==> src/rtl/pc_fetch_unit.sv <==
// PC register and instruction-fetch sequencer for the MIPS datapath.
// Issues req/ack fetches at the current PC and hands each word to decode over valid/ready.
module pc_fetch_unit #(
  parameter int PC_W     = 6,
  parameter int INSTR_W  = 32,
  parameter int RESET_PC = 0,
  parameter int INC      = 1
) (
  input  logic               clk_i,
  input  logic               rst_i,
  output logic [PC_W-1:0]    pc_o,
  output logic [PC_W-1:0]    inc_o,
  input  logic [PC_W-1:0]    pc_plus_i,
  input  logic               pc_cout_i,
  input  logic               branch_taken_i,
  input  logic [PC_W-1:0]    branch_target_i,
  input  logic               jump_i,
  input  logic [PC_W-1:0]    jump_target_i,
  input  logic               stall_i,
  output logic               imem_req_o,
  output logic [PC_W-1:0]    imem_addr_o,
  input  logic               imem_ack_i,
  input  logic [INSTR_W-1:0] imem_data_i,
  output logic [INSTR_W-1:0] instr_o,
  output logic               instr_valid_o,
  input  logic               instr_ready_i,
  output logic               pc_wrapped_o
);

  localparam logic [PC_W-1:0] ResetPcVal = PC_W'(RESET_PC);
  localparam logic [PC_W-1:0] IncVal     = PC_W'(INC);

  typedef enum logic [1:0] {
    IDLE = 2'd0,
    REQ  = 2'd1,
    HOLD = 2'd2
  } state_e;

  state_e               state_q, state_d;
  logic [PC_W-1:0]      pc_q, pc_d;
  logic [PC_W-1:0]      pend_tgt_q, pend_tgt_d;
  logic                 pend_v_q, pend_v_d;
  logic [INSTR_W-1:0]   instr_q, instr_d;
  logic                 instr_valid_q, instr_valid_d;
  logic                 pc_wrapped_q, pc_wrapped_d;
  logic                 redirect;
  logic [PC_W-1:0]      redir_tgt;

  // Jump outranks branch when both arrive in the same cycle.
  assign redirect  = jump_i | branch_taken_i;
  assign redir_tgt = jump_i ? jump_target_i : branch_target_i;

  always_comb begin
    state_d       = state_q;
    pc_d          = pc_q;
    pend_tgt_d    = pend_tgt_q;
    pend_v_d      = pend_v_q;
    instr_d       = instr_q;
    instr_valid_d = instr_valid_q;
    pc_wrapped_d  = pc_wrapped_q;

    unique case (state_q)
      IDLE: begin
        if (redirect) begin
          pc_d = redir_tgt;
        end
        if (!stall_i) begin
          state_d = REQ;
        end
      end

      // The address must not move while a request is outstanding, so redirects are parked.
      REQ: begin
        if (imem_ack_i) begin
          if (redirect) begin
            pc_d     = redir_tgt;
            pend_v_d = 1'b0;
            state_d  = IDLE;
          end else if (pend_v_q) begin
            pc_d     = pend_tgt_q;
            pend_v_d = 1'b0;
            state_d  = IDLE;
          end else begin
            instr_d       = imem_data_i;
            instr_valid_d = 1'b1;
            pc_d          = pc_plus_i;
            if (pc_cout_i) begin
              pc_wrapped_d = 1'b1;
            end
            state_d = HOLD;
          end
        end else if (redirect) begin
          pend_tgt_d = redir_tgt;
          pend_v_d   = 1'b1;
        end
      end

      HOLD: begin
        if (redirect) begin
          instr_valid_d = 1'b0;
          pc_d          = redir_tgt;
          state_d       = IDLE;
        end else if (instr_ready_i && !stall_i) begin
          instr_valid_d = 1'b0;
          state_d       = REQ;
        end
      end

      default: begin
        state_d = IDLE;
      end
    endcase
  end

  always_ff @(posedge clk_i or posedge rst_i) begin
    if (rst_i) begin
      state_q       <= IDLE;
      pc_q          <= ResetPcVal;
      pend_tgt_q    <= '0;
      pend_v_q      <= 1'b0;
      instr_q       <= '0;
      instr_valid_q <= 1'b0;
      pc_wrapped_q  <= 1'b0;
    end else begin
      state_q       <= state_d;
      pc_q          <= pc_d;
      pend_tgt_q    <= pend_tgt_d;
      pend_v_q      <= pend_v_d;
      instr_q       <= instr_d;
      instr_valid_q <= instr_valid_d;
      pc_wrapped_q  <= pc_wrapped_d;
    end
  end

  assign pc_o          = pc_q;
  assign inc_o         = IncVal;
  assign imem_addr_o   = pc_q;
  assign imem_req_o    = (state_q == REQ);
  assign instr_o       = instr_q;
  assign instr_valid_o = instr_valid_q;
  assign pc_wrapped_o  = pc_wrapped_q;

endmodule

==> config.mk <==
export PLATFORM = sky130hd
export DESIGN_NAME = pc_fetch_unit
export DESIGN_NICKNAME = d
export VERILOG_FILES = /design/src/rtl/pc_fetch_unit.sv
export SDC_FILE = /design/constraint.sdc
export NUM_CORES = 1
export LEC_CHECK = 0
export ABC_CLOCK_PERIOD_IN_PS = 4800
export CORE_UTILIZATION = 40
export DETAILED_ROUTE_END_ITERATION = 8
export PLACE_DENSITY_LB_ADDON = 0.2
export SETUP_SLACK_MARGIN = 0.02
export SYNTH_ARGS = -nofsm -noshare
export SYNTH_HDL_FRONTEND = slang
export SYNTH_SLANG_ARGS = --single-unit
==> constraint.sdc <==
create_clock -name clk_i -period 4.8 [get_ports clk_i]
set_input_delay 0.48 -clock clk_i [delete_from_list [all_inputs] [get_ports clk_i]]
set_output_delay 0.48 -clock clk_i [all_outputs]
set_load 0.01 [all_outputs]
Word-level counts from Yosys, hierarchy flattened:

Index checks and enable logic that the tools add are counted.

* bits in registers: 49
* input bits: 58
* word-level logic and storage cells: 54

* eq/ne operators: 8
* mux-type cells: 21
* bitwise gates (word level): 4
* reductions and logical operators: 14

Operators by type and width (number)
* 6-bit 2-to-1 mux: 5
* 2-bit 2-to-1 mux: 6
* 6-bit case mux with 2 select lines: 1
* 5-bit AND reduction: 2
* 3-bit AND reduction: 3
* 1-bit 2-to-1 mux: 7
* 2-bit inequality test, second input constant: 3
* 2-bit case mux with 3 select lines: 1
* 2-bit nonzero test: 3
* 2-bit by 1-bit inequality test with 1-bit output, second input constant: 2
* 4-bit AND reduction: 1
* 3-bit inequality test, second input constant: 1
* 1-bit inverter: 3
* 2-bit by 1-bit equality test with 1-bit output, second input constant: 1
* 2-bit equality test, second input constant: 1
* 2-bit logical NOT: 1
* 1-bit case mux with 2 select lines: 1
* 2-bit AND reduction: 1
* 2-bit OR reduction: 1
* 1-bit logical AND: 1
* 1-bit logical NOT: 1
* 1-bit bitwise OR: 1

Longest topological paths before layout:

Gate-level depths: netlist of run 1.

* depth in word-level cells: 5
* depth in mapped cells: 4
* depth with buffers taken out: 3

Worst setup path after synthesis of run 1:

No wires, ideal clock.

* path type: input -> register
* from: in jump_i
* to: reg instr_q[0], in the netlist instr_o[0]
* library setup time: 0.125 ns
* arrival: 1.707 ns
* setup slack: 2.969 ns
* stages: 4
* buffers on the path: 2
* path through: buf_2 nor4_4 buf_6 mux2_2

* word-level cells in the longest chain between the ends: 3

Ends and longest elaborated chain
* start, declared: RTL line 17 `input logic jump_i,`
* 1-bit bitwise OR: RTL line 50 `assign redirect = jump_i | branch_taken_i;`
* 1-bit inverter (no source line)
* 4-bit AND reduction (no source line)
* end signal, assigned: RTL line 129 `instr_q <= instr_d;`
* end, declared: RTL line 43 `logic [INSTR_W-1:0] instr_q, instr_d;`

No other way between the ends.
A chain may end at the register's enable or synchronous reset.

Worst setup path after layout of run 1:

* from: in jump_i
* to: reg pend_tgt_q[4]

* word-level cells in the longest chain between the ends: 2
* elaborated cells between the ends (all ways): 3
* those cells by class: mux: 1; bitwise: 1; reduce/logical: 1

Ends and longest elaborated chain
* 1-bit bitwise OR: RTL line 50
* 3-bit AND reduction (no source line)
* end signal, assigned: RTL line 127 `pend_tgt_q <= pend_tgt_d;`
* end, declared: RTL line 41 `logic [PC_W-1:0] pend_tgt_q, pend_tgt_d;`

Several ways; a longest one is shown, not always the timed one.

==> flow_summary.json, run 1 <==
{
  "area_growth_pct": 49.5,
  "routedWlPerCell_um": 14.1,
  "clkPwrFrac_pct": 15.4,
  "core-area_mm2": 0.00524,
  "powerDensity_mw_per_mm2": 474,
  "synth_ff_type": "dfrtp_1",
  "hold_slack_ns": 0.462,
  "reg2reg_to": "instr_o[23]",
  "drcViolationCount": 0,
  "synthSimpleGateAreaFrac_pct": 4.42,
  "synth_common_cells": "49 x dfrtp_1, 47 x mux2_2, 14 x mux2i_1, 12 x buf_4, 9 x inv_1",
  "post-route-period-util_pct": 45.3,
  "syn-cell-area_mm2": 0.00224,
  "rows": 26,
  "fin_setup_tns_ns": 0,
  "drive_above_1_share_pct": 23.8,
  "synth_compound_area_share_pct": 2.12,
  "maxCapViolations": 0,
  "rr_worst_depth": 4,
  "r2r_slack_ns": 3.03,
  "diodes": 0,
  "synth-seq-cells": 49,
  "fin_crit_ns": 2.17,
  "wl_um": 4610,
  "post_cts_buffers": 0,
  "cts_resized": 0,
  "min_to": "pc_wrapped_o",
  "synth_edf_count": 0,
  "synth_cell_types": 25,
  "first_pass_iters": 4,
  "critPathKind": "input port to register",
  "ctsHoldBuffers": 0,
  "async_reset_ff_share_pct": 100,
  "final_util_pct": 63.9,
  "dpl.cell_count": 319,
  "finClkSkew_ns": 0.00259,
  "timing.slew.headroom_pct": 32.5,
  "intPower_mw": 1.13,
  "min_path_type": "register to register",
  "yosys.area.top_type": "dfrtp_1",
  "nNetsFinal": 314,
  "fillers": 424,
  "netlist_top_cells_area": "dfrtp_1 55%, mux2_2 24%, mux2i_1 6.3%",
  "clk_path_buf_depth": 2,
  "grt_pass1_wl_um": 7710,
  "via_count": 1551,
  "synthAdderAreaFrac_pct": 0,
  "finalNonFillerCells": 326,
  "cp_slowest_cell": "clkdlybuf4s50_1",
  "first_iter_violations": 34,
  "worst-path-buf-inv": 1,
  "r2r-start": "state_q[1]",
  "crit_path_end_kind": "register",
  "initial_core_util_pct": 42.7,
  "numCtsBuffers": 5,
  "critPathMaxStageDelay_ns": 0.79,
  "gr-total-overflow": 0,
  "leakage_nw": 1.43,
  "antenna_found_initial": 0,
  "muxShareOfSynthArea_pct": 30.9,
  "htree_levels": 2,
  "gp_congestion": 0.708,
  "synth_top_family_by_area": "multiplexers",
  "portBuffers": 104,
  "peakVddDrop_v": 0.000271,
  "comb_power_share_pct": 42.6,
  "cp_data_required_time_ns": 4.98,
  "hold_viol": 0,
  "cts.reportedPaths.clkPinSlew_ns": 0.09,
  "root_buffer": "clkbuf_8",
  "synth_area_per_cell_um2": 14.3,
  "ys_warn_count": 0,
  "cp-start-kind": "input port",
  "yosysMostFrequentCell": "dfrtp_1",
  "worstPathCellList": "clkdlybuf4s50_1 > nor2_1 > nor3_2 > mux2_2",
  "viasPerCell": 4.76,
  "hp-start": "pc_wrapped_o",
  "fmax_ghz": 0.460,
  "yosysTopAreaCellShare_pct": 54.8,
  "worst_ep_arrival_time_ns": 2.36,
  "crit_family": "buffers and inverters",
  "grt_pass1_vias": 1636,
  "die-width_um": 76.8,
  "min_path_cells": 1,
  "cts_tree": "built",
  "p_seq_share_pct": 42.0,
  "finalMaxSlewViolations": 0,
  "rsz0062_at_grt": "no",
  "cts_num_sinks": 49,
  "worstPathMaxFanout": 9,
  "grt_max_degree": 50,
  "dp_hpwl_um": 3350,
  "dieHeight_um": 76.8,
  "synth_xor_area_share_pct": 0,
  "yosysSeqAreaShare_pct": 54.8,
  "ios": 111,
  "antenna_left": 0,
  "worstMarginPinSlew_ns": 1.01,
  "status": "completed",
  "netlist_instances": 157,
  "die_area_mm2": 0.00590,
  "switchingPower_mw": 0.454,
  "p_sw_share_pct": 28.6,
  "track_usage_pct": 16.8,
  "clkLatencyLatePin_ns": 0.29,
  "setup_viol": 0
}
## stage by stage
stage	instance area [um^2]	total power [mW]	setup WS, ns
3_3_place_gp	3260	1.34	2.30
3_5_place_dp	3260	1.36	2.29
6_report	3350	1.58	2.63
4_1_cts	3350	1.61	2.59
2_1_floorplan	2250	0.965	2.97
5_1_grt	3350	1.68	2.53
## power by group through the flow
stage	Combinational, mW	Sequential, mW	Clock (mW)
after global placement	0.670	0.669	0
after floorplan	0.236	0.729	0
after global routing	0.721	0.693	0.270
after detailed placement	0.680	0.676	0
after CTS	0.685	0.670	0.254
final	0.675	0.666	0.245
## cells in the final DEF (no fill, tap or decap)
master | Yosys | layout
buf_4 | 12 | 1
nor3b_4 | 1 | 1
nor4_4 | 1 | 1
a41o_1 | 1 | 1
nor2_1 | 2 | 2
nor3_2 | 1 | 1
nand2b_1 | 2 | 2
o21ai_0 | 1 | 1
mux2_1 | 2 | 2
clkbuf_8 | 0 | 6
nand2_1 | 1 | 1
a21o_1 | 1 | 1
o21a_1 | 1 | 1
mux2_2 | 47 | 47
o21ai_2 | 1 | 1
conb_1 | 2 | 6
a2bb2oi_1 | 1 | 1
nand3b_2 | 1 | 1
mux2i_1 | 14 | 14
inv_2 | 0 | 1
nor2b_1 | 1 | 1
clkdlybuf4s50_1 | 0 | 104
inv_1 | 9 | 8
nand3b_1 | 1 | 1
clkinvlp_4 | 0 | 1
dfrtp_1 | 49 | 49
## worst register-to-register path, stage by stage (launching register included)
cell	delay, ns
dfrtp_1	0.41
nand3b_2	0.26
nor4_4	0.14
buf_4	0.42
mux2_2	0.42
## layer usage
metal,GRT usage (%),wire (um),vias to the layer above
li1,-,-,719
met2,26.5,2100,75
met5,0,0,-
met4,4.62,23,0
met3,10.2,595,2
met1,19.0,1890,755
## how the worst max path moves through the flow
stage          cells past startpoint   start       endpoint
2_1_floorplan                      4  jump_i     instr_o[0]
3_3_place_gp                       4  jump_i  pend_tgt_q[5]
3_5_place_dp                       4  jump_i  pend_tgt_q[3]
4_1_cts                            4  jump_i  pend_tgt_q[3]
5_1_grt                            4  jump_i    instr_o[23]
6_report                           4  jump_i  pend_tgt_q[4]
## cell families (layout without fill, tap and decap cells)
kind of cell,Yosys count,after routing
buffers and inverters,26,121
AO/OA/AOI/OAI,6,6
other,2,6
flip-flops,49,49
AND/OR/NAND/NOR,11,11
multiplexers,63,63
## flip-flops by register name, summed over array words and instances, names as in the netlist
signal and flops:
pc_wrapped_o 1, instr_o 32, pend_tgt_q 6, imem_addr_o 6
pend_v_q 1, state_q 2, instr_valid_o 1
## final cells by class
| class | instances | area, um^2 | area share, % |
|---|---|---|---|
| sequential | 49 | 1230 | 36.6 |
| timing repair buffer | 105 | 1050 | 31.3 |
| multi-input combinational | 86 | 861 | 25.7 |
| tap | 70 | 87.6 | 2.62 |
| clock buffer | 6 | 82.6 | 2.47 |
| inverter | 9 | 33.8 | 1.01 |
| clock inverter | 1 | 7.51 | 0.224 |
(Power assumes the default switching activity.)
==> run 2, diff against run 1 <==
- ABC_CLOCK_PERIOD_IN_PS: 4800 -> 1900
- CORE_UTILIZATION: 40 -> 36
- clock period: 4.8 -> 1.9 ns (I/O delays scaled with it)
==> run 2 against run 1 <==
Compared with the run above: non-clock buffer count is 9 higher; final cell count rose by 4.3%; critical path type is now register to output pin; routed wire length increased by 1.9%; sequential power grew 150%; clock skew is 0.0032 ns higher; die area is 11% higher; worst setup slack lost 2.5 ns; core utilization decreased by 5.8 points.
==> flow_summary.json, run 2 (synthesis gave the netlist of run 1 again) <==
{
  "htree_levels": 2,
  "rows": 28,
  "numCtsBuffers": 5,
  "final_cell_mix": "104 x clkdlybuf4s50_1, 49 x dfrtp_1, 47 x mux2_2, 14 x mux2i_1, 8 x inv_1",
  "fmax_ghz": 0.573,
  "antenna_left": 0,
  "gp_congestion": 0.680,
  "place_ws_ns": 0.0595,
  "antenna_found_initial": 0,
  "r2r-start": "state_q[0]",
  "cp_data_required_time_ns": 1.71,
  "root_buffer": "clkbuf_8",
  "worst_ep_arrival_time_ns": 1.55,
  "core-area_mm2": 0.00596,
  "first_pass_iters": 4,
  "fin_setup_tns_ns": 0,
  "cts.reportedPaths.clkPinSlew_ns": 0.09,
  "routedWlPerCell_um": 13.8,
  "cp_num_cells": 3,
  "cts_resized": 0,
  "layout_commonest_cell": "clkdlybuf4s50_1",
  "final.setup.worst_slack_ns": 0.156,
  "critPathKind": "register to output pin",
  "p_sw_share_pct": 28.3,
  "grt_pass1_vias": 1648,
  "viasPerCell": 4.64,
  "ctsHoldBuffers": 0,
  "diodes": 0,
  "worstPathCellList": "nand2b_1 > inv_1 > clkdlybuf4s50_1",
  "hold_viol": 0,
  "area_growth_pct": 54.5,
  "die_area_mm2": 0.00654,
  "p_seq_share_pct": 41.3,
  "intPower_mw": 2.89,
  "grt_pass1_wl_um": 7670,
  "crit_path_end_kind": "output pin",
  "post_cts_buffers": 0,
  "fillers": 532,
  "setup_viol": 0,
  "worst-path-buf-inv": 2,
  "peakVddDrop_v": 0.000868,
  "final_util_pct": 58.1,
  "multi_input_area_um2": 861,
  "status": "completed",
  "r2r_slack_ns": 0.27,
  "ios": 111,
  "critPathMaxStageDelay_ns": 0.52,
  "regArea_mm2": 0.00123,
  "min_path_type": "input port to async pin",
  "drive_above_1_share_pct": 26.4,
  "cts_tree": "built",
  "clkPwrFrac_pct": 15.4,
  "initial_core_util_pct": 37.6,
  "fin_crit_ns": 1.74,
  "cp_slowest_cell": "clkdlybuf4s50_1",
  "track_usage_pct": 15.7,
  "rr_worst_depth": 4,
  "finalMaxSlewViolations": 0,
  "grt_max_degree": 36,
  "worstPathMaxFanout": 7,
  "reg2reg_to": "instr_o[7]",
  "die-width_um": 80.9,
  "post-route-period-util_pct": 91.8,
  "comb_power_share_pct": 43.3,
  "rsz0062_at_grt": "no",
  "via_count": 1576,
  "switchingPower_mw": 1.14,
  "drcViolationCount": 0,
  "powerDensity_mw_per_mm2": 1160,
  "clk_path_buf_depth": 2,
  "largest_reg_flops": 32,
  "finClkSkew_ns": 0.00581,
  "wl_um": 4700,
  "crit_family": "buffers and inverters",
  "nNetsFinal": 323,
  "cp-start-kind": "register",
  "dieHeight_um": 80.9,
  "cts_num_sinks": 49,
  "dp_hpwl_um": 3490,
  "maxCapViolations": 0,
  "clkLatencyLatePin_ns": 0.29,
  "portBuffers": 104,
  "first_iter_violations": 28,
  "gr-total-overflow": 0,
  "leakage_nw": 1.48
}
run 2: cell count changes in the layout (fill, tap and decap cells not counted):
cell    previous run  this run
buf_4              1         7
buf_12             0         3
run 2: worst max-delay path by stage:
stage                              start          end  slack (ns)
after floorplan                 pend_v_q   instr_o[0]        0.22
after global placement        imem_ack_i  instr_o[28]        0.09
after detailed placement  branch_taken_i  instr_o[30]        0.06
after CTS                     state_q[0]   imem_req_o        0.14
after global routing          state_q[0]   imem_req_o        0.03
final                         state_q[0]   imem_req_o        0.16
run 2: layout make-up:
class,instances,share of cell area [%]
tap,75,2.71
clock inverter,1,0.217
inverter,9,0.977
clock buffer,6,2.39
multi-input combinational,86,24.9
timing repair buffer,114,33.4
sequential,49,35.5
run 2: power groups by stage:
| stage | combinational [mW] | sequential (mW) | clock (mW) |
|---|---|---|---|
| 2_1_floorplan | 0.595 | 1.84 | 0 |
| 3_3_place_gp | 1.74 | 1.68 | 0 |
| 3_5_place_dp | 1.76 | 1.69 | 0 |
| 4_1_cts | 1.77 | 1.67 | 0.656 |
| 5_1_grt | 1.87 | 1.73 | 0.691 |
| 6_report | 1.74 | 1.66 | 0.619 |
run 2: stage by stage:
stage          hold WS, ns  cells  total power [mW]  cell area (um^2)
2_1_floorplan        0.307    161              2.44              2250
5_1_grt              0.247    340              4.30              3460
6_report             0.215    340              4.03              3460
3_5_place_dp         0.446    333              3.45              3370
3_3_place_gp         0.441    333              3.42              3370
4_1_cts              0.222    340              4.10              3460
run 2: metal layers:
layer / vias up / GRT usage, % / part of all wire (%)
met2: 65 / 25.4 / 48
met5: - / 0 / 0
met1: 765 / 18.7 / 42
met4: 0 / 4.82 / 0.81
li1: 742 / - / -
met3: 4 / 6.74 / 8.8
